**src/rtl/fft_pkg.sv**
```systemverilog
// Shared types, default sizes and the bit-reversal helper for the FFT sequencer.
package fft_pkg;

    localparam int unsigned DEF_BIT_WIDTH = 16;
    localparam int unsigned DEF_N         = 9;
    localparam int unsigned DEF_BF_LAT    = 4;
    localparam int unsigned MAX_N         = 16;

    typedef enum logic [2:0] {
        ST_IDLE,
        ST_LOAD,
        ST_COMPUTE,
        ST_DRAIN,
        ST_UNLOAD
    } fft_state_e;

    // Reverse the low n bits of v (n <= MAX_N); upper bits of the result are zero.
    function automatic logic [MAX_N-1:0] bit_reverse(input logic [MAX_N-1:0] v,
                                                     input int unsigned      n);
        logic [MAX_N-1:0] r;
        r = {<<{v}};
        return r >> (MAX_N - n);
    endfunction

endpackage

```
**src/rtl/fft_sequencer.sv**
```systemverilog
// Frame sequencer for an in-place FFT: loads samples bit-reversed, runs the address
// generator, waits out the butterfly pipeline and streams results in natural order.
// Optional saturating overrun counter enabled by FFT_SEQ_OVERRUN_CNT_EN.
module fft_sequencer
    import fft_pkg::*;
#(
    parameter int unsigned BIT_WIDTH = DEF_BIT_WIDTH,
    parameter int unsigned N         = DEF_N,
    parameter int unsigned BF_LAT    = DEF_BF_LAT
) (
    input  logic                 clk,
    input  logic                 reset,
    input  logic                 start,
    output logic                 busy,
    input  logic                 s_valid,
    input  logic [BIT_WIDTH-1:0] s_data,
    output logic                 s_ready,
    output logic                 ld_we,
    output logic [N-1:0]         ld_addr,
    output logic [BIT_WIDTH-1:0] ld_data,
    output logic                 fft_clr,
    output logic                 fft_enable,
    input  logic                 fft_done,
    output logic [N-1:0]         rd_addr,
    output logic                 rd_bank,
    output logic                 m_valid,
    input  logic                 m_ready,
    output logic [N-1:0]         m_index,
    output logic                 frame_done
`ifdef FFT_SEQ_OVERRUN_CNT_EN
    ,
    output logic [15:0]          overrun_cnt
`endif
);

    localparam int unsigned NPTS       = 1 << N;
    localparam logic [N:0]  LAST_CNT   = (N+1)'(NPTS - 1);
    localparam logic [3:0]  DRAIN_LAST = 4'(BF_LAT - 1);

    fft_state_e             state_q, state_d;
    logic [N:0]             smp_q, smp_d;
    logic [N:0]             idx_q, idx_d;
    logic [3:0]             drain_q, drain_d;
    logic                   busy_q, busy_d;
    logic                   s_ready_q, s_ready_d;
    logic                   ld_we_q, ld_we_d;
    logic [N-1:0]           ld_addr_q, ld_addr_d;
    logic [BIT_WIDTH-1:0]   ld_data_q, ld_data_d;
    logic                   fft_clr_q, fft_clr_d;
    logic                   fft_enable_q, fft_enable_d;
    logic                   m_valid_q, m_valid_d;
    logic                   frame_done_q, frame_done_d;
    logic                   s_acc, m_acc;

    assign s_acc = s_valid && s_ready_q;
    assign m_acc = m_valid_q && m_ready;

    // State and registered outputs
    always_ff @(posedge clk or posedge reset) begin
        if (reset) begin
            state_q      <= ST_IDLE;
            smp_q        <= '0;
            idx_q        <= '0;
            drain_q      <= '0;
            busy_q       <= 1'b0;
            s_ready_q    <= 1'b0;
            ld_we_q      <= 1'b0;
            ld_addr_q    <= '0;
            ld_data_q    <= '0;
            fft_clr_q    <= 1'b0;
            fft_enable_q <= 1'b0;
            m_valid_q    <= 1'b0;
            frame_done_q <= 1'b0;
        end else begin
            state_q      <= state_d;
            smp_q        <= smp_d;
            idx_q        <= idx_d;
            drain_q      <= drain_d;
            busy_q       <= busy_d;
            s_ready_q    <= s_ready_d;
            ld_we_q      <= ld_we_d;
            ld_addr_q    <= ld_addr_d;
            ld_data_q    <= ld_data_d;
            fft_clr_q    <= fft_clr_d;
            fft_enable_q <= fft_enable_d;
            m_valid_q    <= m_valid_d;
            frame_done_q <= frame_done_d;
        end
    end

    // fft_done only counts once the address generator is actually running
    always_comb begin
        state_d = state_q;
        case (state_q)
            ST_IDLE:    if (start)                        state_d = ST_LOAD;
            ST_LOAD:    if (s_acc && smp_q == LAST_CNT)   state_d = ST_COMPUTE;
            ST_COMPUTE: if (fft_done && fft_enable_q)     state_d = ST_DRAIN;
            ST_DRAIN:   if (drain_q == DRAIN_LAST)        state_d = ST_UNLOAD;
            ST_UNLOAD:  if (m_acc && idx_q == LAST_CNT)   state_d = ST_IDLE;
            default:                                      state_d = ST_IDLE;
        endcase
    end

    // Level outputs follow the next state so they line up with state_q after the edge
    always_comb begin
        smp_d        = smp_q;
        idx_d        = idx_q;
        drain_d      = drain_q;
        ld_we_d      = 1'b0;
        ld_addr_d    = ld_addr_q;
        ld_data_d    = ld_data_q;
        fft_clr_d    = 1'b0;
        frame_done_d = 1'b0;
        busy_d       = (state_d != ST_IDLE);
        s_ready_d    = (state_d == ST_LOAD);
        m_valid_d    = (state_d == ST_UNLOAD);
        fft_enable_d = (state_q == ST_COMPUTE) && (state_d == ST_COMPUTE);
        case (state_q)
            ST_IDLE: begin
                smp_d = '0;
                idx_d = '0;
            end
            ST_LOAD: begin
                if (s_acc) begin
                    smp_d     = smp_q + (N+1)'(1);
                    ld_we_d   = 1'b1;
                    ld_data_d = s_data;
                    ld_addr_d = N'(bit_reverse(MAX_N'(smp_q[N-1:0]), N));
                end
                fft_clr_d = (state_d == ST_COMPUTE);
            end
            ST_COMPUTE: drain_d = '0;
            ST_DRAIN:   drain_d = drain_q + 4'd1;
            ST_UNLOAD: begin
                if (m_acc) idx_d = idx_q + (N+1)'(1);
                frame_done_d = (state_d == ST_IDLE);
            end
            default: ;
        endcase
    end

    assign busy       = busy_q;
    assign s_ready    = s_ready_q;
    assign ld_we      = ld_we_q;
    assign ld_addr    = ld_addr_q;
    assign ld_data    = ld_data_q;
    assign fft_clr    = fft_clr_q;
    assign fft_enable = fft_enable_q;
    assign rd_addr    = idx_q[N-1:0];
    assign rd_bank    = 1'(N % 2);
    assign m_valid    = m_valid_q;
    assign m_index    = idx_q[N-1:0];
    assign frame_done = frame_done_q;

`ifdef FFT_SEQ_OVERRUN_CNT_EN
    logic [15:0] overrun_q;

    // Cycles where a sample was offered but not taken; saturates, cleared by reset only
    always_ff @(posedge clk or posedge reset) begin
        if (reset) begin
            overrun_q <= '0;
        end else if (s_valid && !s_ready_q && overrun_q != 16'hFFFF) begin
            overrun_q <= overrun_q + 16'd1;
        end
    end

    assign overrun_cnt = overrun_q;
`endif

endmodule

```
**config.mk**
```make
export PLATFORM = sky130hd
export DESIGN_NAME = fft_sequencer
export DESIGN_NICKNAME = d
export VERILOG_FILES = /design/src/rtl/fft_pkg.sv /design/src/rtl/fft_sequencer.sv
export SDC_FILE = /design/constraint.sdc
export NUM_CORES = 1
export LEC_CHECK = 0
export BUFFER_PORTS_ARGS = -buffer_cell sky130_fd_sc_hd__buf_2
export CORE_MARGIN = 4
export CORE_UTILIZATION = 55
export CTS_BUF_LIST = sky130_fd_sc_hd__clkbuf_8
export CTS_CLUSTER_SIZE = 30
export DETAILED_ROUTE_END_ITERATION = 8
export GPL_TIMING_DRIVEN = 0
export MAX_ROUTING_LAYER = met4
export PLACE_DENSITY = 0.83
export SLEW_MARGIN = 15
export SYNTH_ARGS = -nofsm -noshare
export SYNTH_HDL_FRONTEND = slang
export SYNTH_SLANG_ARGS = --single-unit
```
**constraint.sdc**
```tcl
create_clock -name clk -period 3.3 [get_ports clk]
set_input_delay 0.165 -clock clk [delete_from_list [all_inputs] [get_ports clk]]
set_output_delay 0.165 -clock clk [all_outputs]
set_load 0.01 [all_outputs]
```
==> impl_metrics.ini, run 1 <==
[run_status]
outcome = complete, no violations

[hold_path]
hold_start = s_data[11]
holdPathStages = 3
holdCritPathClass = primary input to flop
hold-path-endpoint = ld_data[11]$_DFFE_PP0P_

[clock_network]
cts_tree = yes
postCtsHoldBufs = 1
clk_pin_slew_ns = 0.06
clockBufferDepth = 2
numCtsBuffers = 9
post-cts-setup-buffer-count = 0
cts_resized = 0
cts_sinks = 59
root_buffer = clkbuf_8
insertion_delay_ns = 0.34
cts_htree_levels = 3

[worst_setup_path]
reg2reg_from = state_q[1]$_DFF_PP0_
worst_r2r_path_depth = 5
cp_num_buf_inv = 1
endpoint_kind = flop
critPathLaunchType = flop
worstSetupPathType = flop to flop
path_max_fanout = 10
worstPathArrival_ns = 2.10
r2r_end = idx_q[8]$_DFFE_PP0P_
crit_slowest_cell = nor4_1
cp_cell_sequence = buf_2 > nor2_1 > nand2b_1 > nor4_1 > mux2i_1
r2r_slack_ns = 1.46
crit_required_ns = 3.56
cp_top_family = simple AND/OR/NAND/NOR gates
max_stage_delay_ns = 0.42

[synthesis]
syn_area_um2 = 2800
synthXorXnorAreaFrac_pct = 1.88
synth.distinct_cells = 47
synth_mux_area_share_pct = 0.716
syn_avg_cell_area_um2 = 9.36
async_flop_share_pct = 100
synth_compound_area_share_pct = 8.14
synth_nets = 324
yosysWarnings = 0
synth_seq_cells = 59
synth_top_family_by_area = simple AND/OR/NAND/NOR gates
synthAdderAreaFrac_pct = 1.34
synthFlopType = dfrtp_1
synth-edff-count = 0
yosys.area_share.simple_pct = 27.5
synthCells = 299
synth_seq_area_share_pct = 52.8

[sta]
hold_violations = 0
setup_viol = 0
layout_min_cycle_time_ns = 1.84
fmax_ghz = 0.544
tightest_slew_ns = 0.705
maxSlewHeadroom_pct = 53.0
rsz0062_at_grt = no
fin_skew_ns = 0.00607
finalCritPeriodShare_pct = 55.7
tns_ns = 0
maxSlewViolCount = 0

[power]
power_density_nw_per_um2 = 497
power_w = 0.00169
ir_drop_mv = 0.430
p_leak_nw = 1.81

[grt]
grt_pass1_wl_um = 10100
grt_use_total_pct = 21.4
grt_overflow = 0
antenna_found_initial = 0
grt_pass1_vias = 2302
grt_max_degree = 60

[drt]
num_vias = 2319
wire_per_inst_um = 13.1
wirelength_um = 5920
routed_via_density = 5.12
drc = 0
drtIter0Drc = 132
ant_nets = 0
first_pass_iters = 4

[cells_and_area]
finalNetCount = 407
layout_commonest_cell = nand2_1
drive_gt1_share_pct = 29.8
diodes = 0
area_delta_synth_final_pct = 21.9
mostFrequentLayoutCells = nand2_1 (97), buf_2 (73), dfrtp_1 (59)

[die]
die_area_um2 = 6290
start_util_pct = 58.1
die_w_um = 79.3
rows = 25
core_region_area_um2 = 4820
die_y_um = 79.3
ios = 73

[place]
gp_congestion = 0.863
port_buffers = 71
dp_hpwl_um = 4300

[flow_run]
maxCapViolCount = 0
[sequential cells by signal, indices dropped and copies added (netlist names)]
signal      count
fft_clr         1
fft_enable      1
state_q         3
ld_we           1
ld_addr         9
smp_q          10
ld_data        16
frame_done      1
drain_q         4
busy            1
m_valid         1
idx_q          10
s_ready         1
[worst register-to-register path, delay by kind of cell, from the launching register on]
kind	cells	cell delay, ns
buffers and inverters	1	0.19
muxes	1	0.23
DFF	1	0.41
and+or+nand+nor	3	0.94
[cells in the mapped netlist, drive strengths merged (5+ instances only)]
cell	number	area share (%)
nand2	97	13
o211ai	5	1.3
inv	6	0.80
o31ai	7	1.9
nand3	12	2.3
dfrtp	59	53
nor4	6	1.9
nor2	10	1.3
buf	23	5.9
clkbuf	6	0.80
nand2b	6	1.3
o21ai	10	1.8
nand4	5	1.1
[how the worst max path moves through the flow]
stage                     cells past startpoint            startpoint                      end
after floorplan                               1                 reset           busy$_DFF_PP0_
after global placement                        2                 reset  ld_data[12]$_DFFE_PP0P_
after detailed placement                      5  idx_q[0]$_DFFE_PP0P_           busy$_DFF_PP0_
after CTS                                     5  state_q[1]$_DFF_PP0_     idx_q[8]$_DFFE_PP0P_
after global routing                          5  state_q[1]$_DFF_PP0_     idx_q[8]$_DFFE_PP0P_
final                                         5  state_q[1]$_DFF_PP0_     idx_q[8]$_DFFE_PP0P_
[logic make-up (layout without fill, tap and decap cells)]
kind of cell | Yosys count | count (layout)
AO/OA/AOI/OAI | 34 | 34
other | 1 | 1
AND/OR/NAND/NOR | 159 | 159
XOR/XNOR | 6 | 6
flip-flops | 59 | 59
adder cells (fa/ha/maj) | 3 | 3
multiplexers | 2 | 2
buffers and inverters | 35 | 122
[through the flow]
| step | util, % | instance area [um2] | hold slack [ns] | setup WS (ns) | instances |
|---|---|---|---|---|---|
| global placement | 67.2 | 3240 | 0.355 | 1.01 | 437 |
| detailed placement | 67.2 | 3240 | 0.330 | 1.57 | 437 |
| CTS | 70.8 | 3410 | 0.00150 | 1.54 | 453 |
| floorplan | - | 2800 | 0.270 | 1.68 | 299 |
| finish | 70.8 | 3410 | 0.0112 | 1.46 | 453 |
| global route | 70.8 | 3410 | 0.00653 | 1.38 | 453 |
[per-layer routing]
metal,part of all wire [%],wire length (um),GRT usage [%],up-vias
met3,4.3,256,3.74,9
met1,44,2630,25.7,1098
met4,1.9,110,10.8,0
li1,-,-,-,1160
met2,49,2920,34.8,52
met5,0,0,-,-
[cell type report]
| cell class | count | area, um2 |
|---|---|---|
| timing repair buffer | 72 | 365 |
| sequential | 59 | 1480 |
| fill | 396 | 1410 |
| buffer | 29 | 186 |
| inverter | 6 | 25.0 |
| tap | 67 | 83.8 |
| clock buffer | 10 | 138 |
| multi-input combinational | 205 | 1110 |
| clock inverter | 5 | 22.5 |
[power breakdown]
part / switching [W] / internal [W]
Combinational: 0.000174 / 0.000114
Clock: 0.000267 / 0.000279
Sequential: 0.0000556 / 0.000805
Total: 0.000496 / 0.00120
No activity file was read; power rests on OpenSTA's default activity.
==> inputs of run 2 (changes only) <==
--- a/config.mk
+++ b/config.mk
@@ -7,13 +7,13 @@
 export LEC_CHECK = 0
 export BUFFER_PORTS_ARGS = -buffer_cell sky130_fd_sc_hd__buf_2
 export CORE_MARGIN = 4
-export CORE_UTILIZATION = 55
+export CORE_UTILIZATION = 49
 export CTS_BUF_LIST = sky130_fd_sc_hd__clkbuf_8
 export CTS_CLUSTER_SIZE = 30
 export DETAILED_ROUTE_END_ITERATION = 8
 export GPL_TIMING_DRIVEN = 0
 export MAX_ROUTING_LAYER = met4
-export PLACE_DENSITY = 0.83
+export PLACE_DENSITY = 0.78
 export SLEW_MARGIN = 15
 export SYNTH_ARGS = -nofsm -noshare
 export SYNTH_HDL_FRONTEND = slang
==> constraint.sdc (replaced) <==
create_clock -name clk -period 1.6 [get_ports clk]
set_input_delay 0.08 -clock clk [delete_from_list [all_inputs] [get_ports clk]]
set_output_delay 0.08 -clock clk [all_outputs]
set_load 0.01 [all_outputs]
==> impl_metrics.ini, run 2 (same netlist as run 1, synthesis figures left out) <==
[run_status]
outcome = finished with violations
violations = setup timing

[sta]
finalCritPeriodShare_pct = 100
maxSlewHeadroom_pct = 53.0
hold_slack_ns = 0.212
fin_skew_ns = 0.00597
layout_min_cycle_time_ns = 1.60
setup_viol = 1
finalWorstSetupSlack_ns = -0.00490
maxSlewViolCount = 0
rsz0062_at_grt = yes
hold_violations = 0
fmax_ghz = 0.623
tightest_slew_ns = 0.705

[grt]
grt_use_total_pct = 19.8
grt_pass1_vias = 2448
grt_max_degree = 60
grt_pass1_wl_um = 11000
antenna_found_initial = 0
grt_overflow = 0

[power]
power_density_nw_per_um2 = 1030
p_leak_nw = 2.00
ir_drop_mv = 0.558

[worst_setup_path]
endpoint_kind = flop
worstSetupPathType = flop to flop
path_max_fanout = 5
cp_num_buf_inv = 1
crit_slowest_cell = or4_4
cp_cell_sequence = nor3b_4 > buf_4 > nand3_4 > or4_4 > a21oi_2
crit_required_ns = 1.86
critPathLaunchType = flop
cp_top_family = simple AND/OR/NAND/NOR gates
worstPathArrival_ns = 1.87
max_stage_delay_ns = 0.53

[place]
port_buffers = 71
dp_hpwl_um = 4220
placed_cells = 442
gp_congestion = 0.834
place_ws_ns = -0.179

[drt]
drtIter0Drc = 173
routed_via_density = 5.09
wire_per_inst_um = 13.9
first_pass_iters = 4
ant_nets = 0
num_vias = 2455
drc = 0
wirelength_um = 6690

[cells_and_area]
finalNetCount = 431
drive_gt1_share_pct = 36.6
area_delta_synth_final_pct = 36.9
largest_reg_flops = 16
diodes = 0
layout_commonest_cell = nand2_1
final_cells = 482
mostFrequentLayoutCells = nand2_1 (97), buf_2 (71), dfrtp_1 (54)
nFillCells = 421

[die]
rows = 27
die_area_um2 = 6980
ios = 73
die_w_um = 83.6
core_region_area_um2 = 5510
die_y_um = 83.6
start_util_pct = 50.8

[clock_network]
cts_htree_levels = 3
clockBufferDepth = 2
insertion_delay_ns = 0.33
numCtsBuffers = 9
cts_tree = yes
clk_pin_slew_ns = 0.07
cts_sinks = 59
root_buffer = clkbuf_8

[flow_run]
maxCapViolCount = 0

[hold_path]
holdCritPathClass = primary input to flop
[run 2: cell count changes in the layout (fill, tap and decap cells not counted), moves of 3 or more]
cell	change
buf_4	+9
dfrtp_2	+5
dfrtp_1	-5
clkbuf_2	+4
nand3_1	-3
nor4_4	+3
dlygate4sd3_1	+16
nor4_1	-3
clkbuf_1	-5
[run 2: through the flow]
stage	total power (W)	area, um2	util, %	TNS, ns
global route	0.00416	3830	69.6	-0.515
global placement	0.00238	3250	58.9	-40.85
floorplan	0.00215	2800	-	0
finish	0.00394	3830	69.6	-0.00490
CTS	0.00392	3720	67.5	-0.0624
detailed placement	0.00240	3250	59.0	-3.18
[run 2: cell type report]
type | count | area, um2 | area share [%]
clock buffers | 10 | 138 | 3.59
well taps | 72 | 90.1 | 2.35
inverters | 6 | 25.0 | 0.653
flip-flops and latches | 59 | 1480 | 38.7
clock inverters | 5 | 77.6 | 2.03
repair buffers | 97 | 593 | 15.5
plain buffers | 28 | 204 | 5.33
multi-input cells | 205 | 1220 | 31.9
[run 2: metal layers]
layer	GRT usage [%]	vias up	wire, um
met5	-	-	0
li1	-	1208	-
met3	3.85	12	341
met2	33.6	64	3520
met4	9.36	0	132
met1	22.6	1171	2700
[run 2: path summary, 6_finish.rpt]
check	from	endpoint	slack, ns	cells after the start
worst max register to register	state_q[2]$_DFF_PP0_	smp_q[9]$_DFFE_PP0P_	-0.005	5
worst min-delay path	start	busy$_DFF_PP0_	0.21	4
worst max-delay path	state_q[2]$_DFF_PP0_	smp_q[9]$_DFFE_PP0P_	-0.005	5
max in group asynchronous	reset	smp_q[2]$_DFFE_PP0P_	0.67	3
min in group asynchronous	reset	drain_q[3]$_DFFE_PP0P_	0.41	3
worst min register to register	ld_addr[3]$_DFFE_PP0P_	ld_addr[3]$_DFFE_PP0P_	0.47	2
[run 2: worst reg2reg max path, delay by kind of cell (launching register included)]
kind	cells	cell delay [ns]
simple gates	3	0.82
flops	1	0.45
compound gates	1	0.13
buf+inv	1	0.14
[run 2: timing repair]
action | in CTS | in global routing
pin swaps | 4 | 6
gates cloned | 0 | 0
endpoints found under the hold margin | 75 | 0
hold buffers | 17 | 0
endpoints found under the setup margin | 41 | 26
resized for setup | 15 | 22
setup buffers | 4 | 5
[run 2: report_power, final]
group	internal, W	total [W]	switching, W	leakage, nW
logic	0.000293	0.000683	0.000390	1.12
clock network	0.000904	0.00147	0.000568	0.108
registers	0.00166	0.00179	0.000124	0.767
==> inputs of run 3 (changes only) <==
==> constraint.sdc (replaced) <==
create_clock -name clk -period 1.4 [get_ports clk]
set_input_delay 0.14 -clock clk [delete_from_list [all_inputs] [get_ports clk]]
set_output_delay 0.14 -clock clk [all_outputs]
set_load 0.01 [all_outputs]
==> impl_metrics.ini, run 3 (same netlist as run 1, synthesis figures left out) <==
[run_status]
outcome = finished with violations
violations = setup timing

[sta]
setup_viol = 48
maxSlewViolCount = 0
hold_slack_ns = 0.0177
hold_violations = 0
finalWorstSetupSlack_ns = -0.243
fin_skew_ns = 0.0165
rsz0062_at_grt = yes
fmax_ghz = 0.609
finalCritPeriodShare_pct = 117
maxSlewHeadroom_pct = 56.0
tightest_slew_ns = 0.658
layout_min_cycle_time_ns = 1.64

[power]
power_w = 0.00499
power_density_nw_per_um2 = 1130
ir_drop_mv = 1.19
p_leak_nw = 2.23

[place]
placed_cell_area_um2 = 3280
port_buffers = 71
dp_hpwl_um = 4170
gp_congestion = 0.788

[drt]
drtIter0Drc = 280
first_pass_iters = 4
ant_nets = 0
wirelength_um = 9250
drc = 0
routed_via_density = 5.52
num_vias = 2833
wire_per_inst_um = 18.0

[clock_network]
clockBufferDepth = 2
root_buffer = clkbuf_8
cts_htree_levels = 3
numCtsBuffers = 9
insertion_delay_ns = 0.36
clk_pin_slew_ns = 0.08
cts_sinks = 59
cts_tree = yes

[die]
start_util_pct = 50.8
die_area_um2 = 6980
die_w_um = 83.6
rows = 27
ios = 73
die_y_um = 83.6
core_region_area_um2 = 5510

[worst_setup_path]
r2r_end = smp_q[8]$_DFFE_PP0P_
crit_slowest_cell = dfrtp_1
crit_required_ns = 1.68
r2r_slack_ns = -0.24
endpoint_kind = flop
path_max_fanout = 3
critPathLaunchType = flop
reg2reg_from = state_q[1]$_DFF_PP0_
worst_r2r_path_depth = 7
worstSetupPathType = flop to flop
critPathLaunch = state_q[1]$_DFF_PP0_
cpMostUsedCell = buf_6
worstPathArrival_ns = 1.92
cp_cell_sequence = nor3b_4 > buf_6 > buf_6 > buf_6 > and3_4 > nand4_1 > a21oi_2
max_stage_delay_ns = 0.42

[cells_and_area]
finalNetCount = 461
area_delta_synth_final_pct = 57.4
mostFrequentLayoutCells = nand2_1 (89), buf_2 (72), dfrtp_1 (53)
drive_gt1_share_pct = 48.1
stdcell_area_um2 = 4400
largest_reg_flops = 16
final_util_pct = 80.0
layout_commonest_cell = nand2_1
diodes = 0

[grt]
grt_overflow = 0
met2_usage_pct = 37.1
grt_pass1_vias = 2715
grt.busiest_layer = met2
antenna_found_initial = 0
gr-usage-met3_pct = 5.43
grtUsageMet1_pct = 29.1
grt_max_degree = 32
grt_use_total_pct = 23.8
grt_pass1_wl_um = 13000

[hold_path]
holdPathStages = 3
hold-path-endpoint = ld_data[0]$_DFFE_PP0P_
holdCritPathClass = primary input to flop
hold_start = s_data[0]

[flow_run]
maxCapViolCount = 0
[run 3: cell count changes in the layout (fill, tap and decap cells not counted), moves of 3 or more]
cell,previous run,this run
o21ai_1,0,3
clkbuf_16,0,3
o21ai_0,10,6
nand2_2,0,7
buf_4,29,44
clkbuf_2,4,0
o31ai_2,0,4
buf_8,0,4
o31ai_1,7,3
nand2_1,97,89
buf_6,2,14
[run 3: worst max-delay path by stage]
stage | end | depth (start not counted)
3_3_place_gp | idx_q[3]$_DFFE_PP0P_ | 4
6_report | smp_q[8]$_DFFE_PP0P_ | 7
2_1_floorplan | idx_q[9]$_DFFE_PP0P_ | 5
4_1_cts | idx_q[9]$_DFFE_PP0P_ | 5
3_5_place_dp | idx_q[3]$_DFFE_PP0P_ | 4
5_1_grt | smp_q[7]$_DFFE_PP0P_ | 5
[run 3: timing repair]
action	CTS	global route
endpoints found under the setup margin	47	55
hold buffers	16	0
hold endpoints to repair	43	0
setup buffers	23	12
gates cloned	1	3
pin swaps	21	21
resized for setup	60	50
[run 3: final cells by class]
type	count	area, um2
clock inverter	5	76.3
buffer	28	262
clock buffer	11	151
tap	72	90.1
multi-input combinational	205	1390
fill	300	1100
sequential	59	1480
inverter	6	31.3
timing repair buffer	127	916
[run 3: report_power, final]
group          switching (W)  internal (W)
registers           0.000177       0.00190
logic               0.000593      0.000524
clock network       0.000705       0.00109
[run 3: per-stage QoR]
| stage | setup TNS (ns) | instances | setup slack (ns) |
|---|---|---|---|
| 2_1_floorplan | -0.501 | 299 | -0.126 |
| 3_3_place_gp | -9.85 | 442 | -0.376 |
| 3_5_place_dp | -10.30 | 443 | -0.344 |
| 4_1_cts | -2.32 | 499 | -0.179 |
| 5_1_grt | -8.67 | 513 | -0.296 |
| 6_report | -6.00 | 513 | -0.243 |
[run 3: routing by layer]
metal	wire [um]	up-vias
li1	-	1266
met1	3610	1389
met2	4700	137
met3	489	41
met4	446	0
met5	0	-
[run 3: worst max-delay path, delay by kind of cell, from the launching register on]
kind	cells	cell delay [ns]
AND/OR/NAND/NOR	3	0.61
flip-flops	1	0.42
buffers and inverters	3	0.34
AO/OA/AOI/OAI	1	0.20
